## src/rtl/fetch_stage.sv

```systemverilog
// ---------------------------------------------------------------------------
// fetch_stage
//
// Instruction-fetch stage that feeds the IF/ID pipeline register.
// It owns the program counter and keeps at most one instruction-memory read
// in flight over a req/valid handshake. Returned words go straight into the
// IF/ID register when ID can take them. Otherwise they park in a one-entry
// skid buffer until the ID-stage stall drops.
//
// A redirect from EX (taken branch or jump) flushes everything the stage
// holds and restarts fetching at the new target. A read that is still in
// flight when the redirect arrives cannot be cancelled on the memory side,
// so its data is marked to be discarded when it eventually returns.
//
// Parameters
//   RESET_PC   PC value after reset (start of .text)
//   CNT_WIDTH  width of the saturating bubble counter
//
// Ports
//   clock              single clock, all state changes on the rising edge
//   reset              asynchronous, active-high reset
//   imem_req           read request, held high until imem_valid
//   imem_addr          word-aligned fetch address, stable while imem_req is high
//   imem_valid         one-cycle pulse, imem_rdata belongs to the open request
//   imem_rdata         instruction word returned by memory
//   stall              ID cannot accept, IF/ID outputs must hold
//   redirect           flush and restart fetching at redirect_pc
//   redirect_pc        redirect target, low two bits ignored
//   if_id_valid        IF/ID payload holds a real instruction
//   if_id_pc           PC of if_id_instruction
//   if_id_instruction  fetched instruction, NOP (addi x0,x0,0) when invalid
//   bubble_count       saturating count of cycles with no valid IF/ID and no stall
// ---------------------------------------------------------------------------
module fetch_stage #(
  parameter logic [31:0] RESET_PC  = 32'h0040_0000,
  parameter int          CNT_WIDTH = 16
) (
  input  logic                 clock,
  input  logic                 reset,
  output logic                 imem_req,
  output logic [31:0]          imem_addr,
  input  logic                 imem_valid,
  input  logic [31:0]          imem_rdata,
  input  logic                 stall,
  input  logic                 redirect,
  input  logic [31:0]          redirect_pc,
  output logic                 if_id_valid,
  output logic [31:0]          if_id_pc,
  output logic [31:0]          if_id_instruction,
  output logic [CNT_WIDTH-1:0] bubble_count
);

  localparam logic [31:0] NOP = 32'h0000_0013;
  localparam logic [CNT_WIDTH-1:0] CNT_MAX = {CNT_WIDTH{1'b1}};
  localparam logic [CNT_WIDTH-1:0] CNT_ONE = {{(CNT_WIDTH-1){1'b0}}, 1'b1};

  // IDLE only ever lasts the single cycle after reset.
  // REQ keeps a memory read open.
  // SKID parks one word while ID is stalled.
  typedef enum logic [1:0] {
    IDLE = 2'd0,
    REQ  = 2'd1,
    SKID = 2'd2
  } state_t;

  state_t      state;
  state_t      state_next;

  logic [31:0] pc;
  logic        discard;
  logic [31:0] skid_pc;
  logic [31:0] skid_instr;

  logic        out_free;
  logic        take_word;
  logic        to_skid;
  logic        from_skid;
  logic [31:0] target;
  logic        unused_target_low;

  // Targets are always word aligned, so the two low bits of redirect_pc
  // carry no information and are dropped.
  assign target            = {redirect_pc[31:2], 2'b00};
  assign unused_target_low = ^redirect_pc[1:0];

  // ID can take a new word when IF/ID is empty or is being consumed this cycle.
  assign out_free = !if_id_valid || !stall;

  // State register.
  always_ff @(posedge clock or posedge reset) begin
    if (reset) begin
      state <= IDLE;
    end else begin
      state <= state_next;
    end
  end

  // Next-state logic and per-cycle control decisions.
  // Redirect overrides everything: no word is delivered or parked in that
  // cycle, and the FSM always returns to REQ to fetch the new target.
  always_comb begin
    state_next = state;
    take_word  = 1'b0;
    to_skid    = 1'b0;
    from_skid  = 1'b0;
    imem_req   = 1'b0;

    case (state)
      IDLE: begin
        state_next = REQ;
      end

      REQ: begin
        imem_req = 1'b1;
        if (imem_valid && !discard) begin
          if (out_free) begin
            take_word = 1'b1;
          end else begin
            to_skid    = 1'b1;
            state_next = SKID;
          end
        end
      end

      SKID: begin
        if (!stall) begin
          from_skid  = 1'b1;
          state_next = REQ;
        end
      end

      default: begin
        state_next = IDLE;
      end
    endcase

    if (redirect) begin
      take_word  = 1'b0;
      to_skid    = 1'b0;
      from_skid  = 1'b0;
      state_next = REQ;
    end
  end

  // PC, request address and discard flag.
  // imem_addr equals pc except while a redirected-away read is still open.
  // In that window it keeps the old address until the stale data comes back.
  // A redirect that coincides with imem_valid closes the read at once,
  // so the new address can be presented straight away and nothing needs
  // discarding.
  always_ff @(posedge clock or posedge reset) begin
    if (reset) begin
      pc        <= RESET_PC;
      imem_addr <= RESET_PC;
      discard   <= 1'b0;
    end else if (redirect) begin
      pc <= target;
      if (state != REQ || imem_valid) begin
        imem_addr <= target;
      end
      discard <= (state == REQ) && !imem_valid;
    end else if (state == REQ && imem_valid) begin
      if (discard) begin
        imem_addr <= pc;
        discard   <= 1'b0;
      end else begin
        pc        <= pc + 32'd4;
        imem_addr <= pc + 32'd4;
      end
    end
  end

  // IF/ID payload register.
  // A stall holds the payload exactly. Without a stall and without a new
  // word, the payload turns into a bubble. if_id_pc is left alone on a
  // bubble because it is meaningless while if_id_valid is low.
  always_ff @(posedge clock or posedge reset) begin
    if (reset) begin
      if_id_valid       <= 1'b0;
      if_id_pc          <= 32'h0000_0000;
      if_id_instruction <= NOP;
    end else if (redirect) begin
      if_id_valid       <= 1'b0;
      if_id_instruction <= NOP;
    end else if (take_word) begin
      if_id_valid       <= 1'b1;
      if_id_pc          <= imem_addr;
      if_id_instruction <= imem_rdata;
    end else if (from_skid) begin
      if_id_valid       <= 1'b1;
      if_id_pc          <= skid_pc;
      if_id_instruction <= skid_instr;
    end else if (!stall) begin
      if_id_valid       <= 1'b0;
      if_id_instruction <= NOP;
    end
  end

  // Skid buffer data.
  // Whether the entry is full is carried by the SKID state, so flushing it
  // on a redirect only needs the state change.
  always_ff @(posedge clock or posedge reset) begin
    if (reset) begin
      skid_pc    <= 32'h0000_0000;
      skid_instr <= NOP;
    end else if (to_skid) begin
      skid_pc    <= imem_addr;
      skid_instr <= imem_rdata;
    end
  end

  // Bubble counter.
  // It counts cycles where ID was free but received nothing, and sticks at
  // all-ones instead of wrapping.
  always_ff @(posedge clock or posedge reset) begin
    if (reset) begin
      bubble_count <= '0;
    end else if (!if_id_valid && !stall && bubble_count != CNT_MAX) begin
      bubble_count <= bubble_count + CNT_ONE;
    end
  end

endmodule

```

## config.mk

```make
export PLATFORM = sky130hd
export DESIGN_NAME = fetch_stage
export DESIGN_NICKNAME = d
export VERILOG_FILES = /design/src/rtl/fetch_stage.sv
export SDC_FILE = /design/constraint.sdc
export NUM_CORES = 1
export LEC_CHECK = 0
export ABC_AREA = 1
export CORE_ASPECT_RATIO = 1.1
export CORE_UTILIZATION = 35
export DETAILED_ROUTE_END_ITERATION = 16
export PLACE_DENSITY = 0.59
export SYNTH_ARGS = -nofsm -noshare
export SYNTH_HDL_FRONTEND = slang
export SYNTH_SLANG_ARGS = --single-unit
export TNS_END_PERCENT = 10
```

## constraint.sdc

```tcl
create_clock -name clock -period 9.6 [get_ports clock]
set_clock_uncertainty 0.1 [all_clocks]
set_input_delay 2.88 -clock clock [delete_from_list [all_inputs] [get_ports clock]]
set_output_delay 2.88 -clock clock [all_outputs]
set_load 0.05 [all_outputs]
```

==> results.md, run 1 <==
* Post-synth EDFFs at 0
* Unrepaired setup endpoints after global routing: false
* Largest net degree at the start of global routing at between 100 and 150
* Max Cap Viol at 0
* Clk_lat worst skew at about 0.52 ns
* Synth Net Count at about 1300
* Setup TNS at 0 ns
* Initial core utilization at 0.3587
* Yosys warns at 0
* Final wirelength at about 27000 µm
* Hold Crit Class: reg -> reg
* Area of the die at roughly 0.029 mm²
* CTS sink cnt at 212
* Die Width at between 150 and 200 µm
* Compound-Gate Fraction of Synth Area at 0.1069
* Gr usage total at 0.1868
* GPL Wtd Cong at 0.8683
* Final antenna-violating net count at 0
* Final #Nets at ~1400
* Synth area leaders: dfrtp_1 51%, nand2_1 12%, nand3_1 4.8%, o21ai_0 4.7%, inv_1 4.1%
* Mux share of post-synthesis cell area at 0.01568
* Drt first pass iters at 5
* Internal at ~1.9 mW
* Std cell rows at 64
* Max Clk Rate at approximately 180 MHz
* Final Hold Viols at 0
* Fin Hold WS at approximately 0.36 ns
* Post-synthesis instance area at just over 0.01 mm²
* Global-route wire length before repair at ~44000 µm
* Resized Gates After CTS at 0
* Fillers at between 2000 and 3000
* Synthesis-to-layout area growth at 27.84%
* Num ports at ~180
* Fin crit period at 5.550 ns
* Relative slew slack at 0.2952
* Sequential power share at 0.399
* Most frequent cells in the layout: 330 x nand2_1, 204 x dfrtp_1, 180 x clkdlybuf4s50_1
* Critical Path Start: redirect
* WL per Instance at around 16 µm
* Root Driver: clkbuf_16
* Die Ht at between 150 and 200 µm
* Logic pwr share at 0.297
* Crit-path max cell delay at about 0.98 ns
* CP endpoint kind: register
* Initial drt markers at 644
* Syn avg cell area at 8.275 µm²
* Clock Power Share at 0.304
* Status: finished clean
* Post-synth cell types at 35
* Drt drc at 0
* Share of cells above drive strength 1 at 0.07004
* Worst hold start: state[1]$_DFFE_PP0P_
* Core area at roughly 0.028 mm²
* Static Leakage at slightly below 6 nW
* Register area share after synthesis at 0.5286
* Cell area power density at around 240 mW/mm²
* Sw Ratio at 0.3665
* Psw at around 1.1 mW
* Vias in the first global route at 7941
* Most common cell after layout, fill and taps aside: nand2_1
* Area leader, netlist: dfrtp_1
* Cts hold-fix bufs at 0
* Total number of vias at about 8500
* CTS tree: built
* Clk buf depth at 3
* Largest delay share family, worst path: buffers and inverters
* Synth Area in Adders at 0.002489
* CTS Buf Count at 24
* Simple-Gate Fraction of Synth Area at 0.2545
* Worst vdd ir at 0.1826 mV
* Buf/Inv on CP at 3
* Grt ovf at 0
* Slew Viols, Final at 0
* Primary FF master, synth: dfrtp_1
* Nature of the critical path startpoint: input pin
* Initial antenna violation count at 1
* Synth Area in XOR/XNOR at 0.01655
* CP Max Fanout at 90
* Cell count after placement at around 1700
* Critical Path AT at 5.81 ns
* Period utilisation layout at 0.5782
* Crit path kind: in -> reg
* Tightest Pin Transition at between 1 and 1.5 ns
* Final HPWL DP at 18430 µm
* Combinational family with the most area after synthesis: simple AND/OR/NAND/NOR gates
* Final std cells w/o fill at between 1500 and 2000
* Critical path cell sequence: clkdlybuf4s50_1 > buf_4 > nor2_4 > nand3_4 > inv_2 > nand2_1 > o21ai_0 > o21ai_1
* Worst EP required at 9.86 ns
* FF+latch count, synth at 212
* Post-CTS Setup Repair Bufs at 0
* CTS H-tree depth at 1
* Synth top area share at 0.5077
* Clock Pin Slew Worst Setup and Hold Paths at around 0.060 ns
* IO buf count at 180
* FF-to-FF Start: discard$_DFFE_PP0P_
* Max stage delay cell, worst path: inv_2
* Cells after Synth at approximately 1200
* Vias per cell at between 4 and 5
* Final-report setup violation count at 0
* Ys async rst share at 1.000
-- metrics by stage --
stage          setup WS (ns)  area (µm²)    util  power, mW
2_1_floorplan         0.8390       10050       -      1.799
3_3_place_gp           3.497       12050  0.4300      2.115
3_5_place_dp           3.478       12050  0.4300      2.129
4_1_cts                4.034       12850  0.4585      3.063
5_1_grt                3.740       12850  0.4586      3.188
6_report               4.050       12850  0.4586      3.027
-- state kept, by name, summed over array words and instances, names as in the netlist --
name               count
bubble_count          16
if_id_instruction     32
skid_instr            32
skid_pc               32
imem_addr             32
pc                    32
discard                1
state                  2
if_id_valid            1
if_id_pc              32
-- cell usage after synthesis (4+ instances only) --
cell type	instances
o21ai_1	27
clkbuf_1	14
xor2_1	12
or2_2	7
nor3_1	8
nand3_1	96
nor2_4	5
nand2_1	330
buf_4	6
a21oi_1	46
nor2_1	94
buf_6	4
o211ai_1	21
o21ai_0	95
nand2_2	8
xnor2_1	7
nand4_1	28
mux2_1	12
inv_2	7
dfstp_2	8
buf_2	30
inv_1	109
dfrtp_1	204
nand3_2	5
a31oi_1	10
buf_1	4
nor2_2	7
-- cell type report --
class,instances,area (µm²),share of cell area
clock inverters,10,120.1,0.009345
well taps,363,454.2,0.03534
diodes,1,2.502,0.0001947
clock buffers,34,678.2,0.05276
repair buffers,186,1847,0.1437
flip-flops and latches,212,5315,0.4135
inverters,117,446.7,0.03475
multi-input cells,826,3990,0.3104
-- logic make-up (layout without fill, tap and decap cells) --
group                    after synthesis  after routing
other                                  0              1
flip-flops                           212            212
AND/OR/NAND/NOR                      590            590
XOR/XNOR                              19             19
AO/OA/AOI/OAI                        201            201
buffers and inverters                177            347
adder cells (fa/ha/maj)                2              2
multiplexers                          14             14
-- power groups by stage --
stage                     registers, mW  clock network, mW  logic, mW
after detailed placement           1.22                  0      0.908
after CTS                          1.21              0.946      0.910
final                              1.21              0.920      0.900
after floorplan                    1.50                  0      0.295
after global placement             1.22                  0      0.898
after global routing               1.23              0.980      0.978
-- worst reg2reg max path: cells and delay by family (launching register included) --
family / cells / cell delay [ns]
compound gates: 2 / 0.23
buf+inv: 3 / 1.29
flops: 1 / 0.45
simple gates: 3 / 0.90
-- path summary, 6_finish.rpt --
path | to | slack (ns) | cells after the start
setup / recovery | if_id_pc[10]$_DFFE_PP0P_ | 4.05 | 8
hold reg to reg | state[0]$_DFFE_PP0P_ | 0.36 | 1
setup reg to reg | if_id_pc[10]$_DFFE_PP0P_ | 6.49 | 8
max in group asynchronous | skid_pc[29]$_DFFE_PP0P_ | 5.01 | 3
min in group asynchronous | bubble_count[14]$_DFFE_PP0P_ | 2.88 | 2
hold / removal | state[0]$_DFFE_PP0P_ | 0.36 | 1
-- metal layers --
layer | GRT usage | part of all wire | up-vias
met3 | 0.02700 | 0.048 | 36
met5 | 0 | 0 | -
met1 | 0.2734 | 0.47 | 3999
met2 | 0.2869 | 0.45 | 189
li1 | - | - | 4253
met4 | 0.05000 | 0.022 | 0
Note: power is estimated with default switching activity, not from simulation.
==> run 2, diff against run 1 <==
clock period = 5.8 ns   (was 9.6 ns; I/O delays follow)
==> run 2 against run 1 <==
Against the previous run:
- wire length fell by 0.19%
- power rose by 67%
- non-clock buffer count rose by 5
- clock power rose by 72%
- critical path depth fell by 2
- critical path type unchanged
- critical endpoint is now if_id_pc[24]$_DFFE_PP0P_
- largest cell class unchanged
- largest power group unchanged
- highest routed layer is now met5
==> results.md, run 2 (same netlist as run 1, synthesis figures left out) <==
* Status: finished clean
* WL per Instance at between 15 and 20 µm
* Relative slew slack at 0.3224
* Worst EP required at 6.05 ns
* Crit path kind: in -> reg
* Initial drt markers at roughly 650
* Std cell rows at 64
* Crit-path max cell delay at roughly 0.73 ns
* Tightest Pin Transition at slightly above 1 ns
* Final HPWL DP at between 15000 and 20000 µm
* Initial antenna violation count at 1
* Unrepaired setup endpoints after global routing: false
* GPL Wtd Cong at 0.8770
* Critical Path AT at 4.36 ns
* Fin crit period at ~4 ns
* CTS tree: built
* Die Width at roughly 160 µm
* Final #Nets at around 1400
* Cts hold-fix bufs at 0
* Vias in the first global route at a little over 8000
* Initial core utilization at 0.3587
* CTS Buf Count at 23
* Gr usage total at 0.1872
* Nature of the critical path startpoint: input pin
* Max Clk Rate at 242.9 MHz
* Max Cap Viol at 0
* Fillers at 2786
* Final antenna-violating net count at 0
* Share of cells above drive strength 1 at 0.07421
* Total number of vias at ~8500
* CP Max Fanout at 65
* Final-report setup violation count at 0
* Static Leakage at 5.981 nW
* Period utilisation layout at 0.7097
* Clk buf depth at 3
* Most common cell after layout, fill and taps aside: nand2_1
* Global-route wire length before repair at ~44000 µm
* Hold Crit Class: reg -> reg
* Setup TNS at 0 ns
* Diode count at 0
* Critical path cell sequence: clkdlybuf4s50_1 > clkinv_1 > nand3_2 > nand2_1 > inv_2 > o21ai_0
* Grt ovf at 0
* Post-CTS Setup Repair Bufs at 0
* Clock Pin Slew Worst Setup and Hold Paths at 0.06 ns
* IO buf count at 180
* Final wirelength at around 27000 µm
* Root Driver: clkbuf_16
* Drt first pass iters at 5
* Largest net degree at the start of global routing at between 100 and 150
* Vias per cell at 4.837
* Resized Gates After CTS at 0
* Synthesis-to-layout area growth at 28.48%
* Final Hold Viols at 0
* Cell area power density at approximately 390 mW/mm²
* Most frequent cells in the layout: 330 x nand2_1, 204 x dfrtp_1, 180 x clkdlybuf4s50_1
* Worst setup margin at 1.684 ns
* CP endpoint kind: register
* Worst vdd ir at 0.2848 mV
* Setup Slack @ Placement at 1.090 ns
* Drt drc at 0
* Die Ht at roughly 180 µm
* Core area at around 0.028 mm²
* Clk_lat worst skew at roughly 0.52 ns
* Area of the die at approximately 0.029 mm²
* CTS H-tree depth at 1
* Slew Viols, Final at 0
* Num ports at about 180
* CTS sink cnt at 212
* Max stage delay cell, worst path: inv_2
## run 2: cell count changes in the layout (fill, tap and decap cells not counted), sizes merged
cell | previous run | this run
clkbuf | 34 | 30
diode | 1 | 0
bufinv | 2 | 4
clkinvlp | 1 | 5
clkinv | 7 | 4
buf | 6 | 11
inv | 117 | 116
## run 2: worst paths after layout
check	from	to	slack [ns]	depth (start not counted)
max	stall	if_id_pc[24]$_DFFE_PP0P_	1.68	6
min	state[1]$_DFFE_PP0P_	state[0]$_DFFE_PP0P_	0.37	1
max reg2reg	state[0]$_DFFE_PP0P_	if_id_pc[25]$_DFFE_PP0P_	3.35	6
min reg2reg	state[1]$_DFFE_PP0P_	state[0]$_DFFE_PP0P_	0.37	1
max in group asynchronous	reset	pc[28]$_DFFE_PP0P_	3.29	3
min in group asynchronous	reset	if_id_pc[27]$_DFFE_PP0P_	1.41	2
## run 2: through the flow
stage	instance area (µm²)	std cells	utilization	hold slack [ns]	power, mW
3_3_place_gp	12100	1709	0.4317	0.3440	3.503
2_1_floorplan	10060	1215	-	0.3318	2.979
3_5_place_dp	12100	1709	0.4317	0.3491	3.528
6_report	12920	1751	0.4609	0.3656	5.070
4_1_cts	12920	1751	0.4609	0.3642	5.122
5_1_grt	12920	1751	0.4609	0.3817	5.339
## run 2: final cells by class
class,instances,area [µm²],share of cell area
clock inverters,12,177.7,0.01375
inverters,117,442.9,0.03429
well taps,363,454.2,0.03516
flip-flops and latches,212,5315,0.4114
clock buffers,30,641.9,0.04969
repair buffers,191,1897,0.1468
multi-input cells,826,3990,0.3089
## run 2: layer usage
| metal | track usage | part of all wire | up-vias |
|---|---|---|---|
| met5 | 0 | 0.00048 | - |
| met4 | 0.04741 | 0.018 | 2 |
| met3 | 0.02469 | 0.042 | 35 |
| met2 | 0.2880 | 0.46 | 205 |
| met1 | 0.2762 | 0.48 | 3971 |
| li1 | - | - | 4256 |
## run 2: critical path, delay by kind of cell
| kind | cells | cell delay (ns) |
|---|---|---|
| AO/OA/AOI/OAI | 1 | 0.21 |
| AND/OR/NAND/NOR | 2 | 0.68 |
| buffers and inverters | 3 | 1.68 |
## run 2: where the power goes
part	internal (mW)	leakage, nW	switching (mW)	total (mW)
combinational	0.496	3.04	0.998	1.49
sequential	1.77	2.55	0.225	2.00
clock	0.962	0.389	0.616	1.58
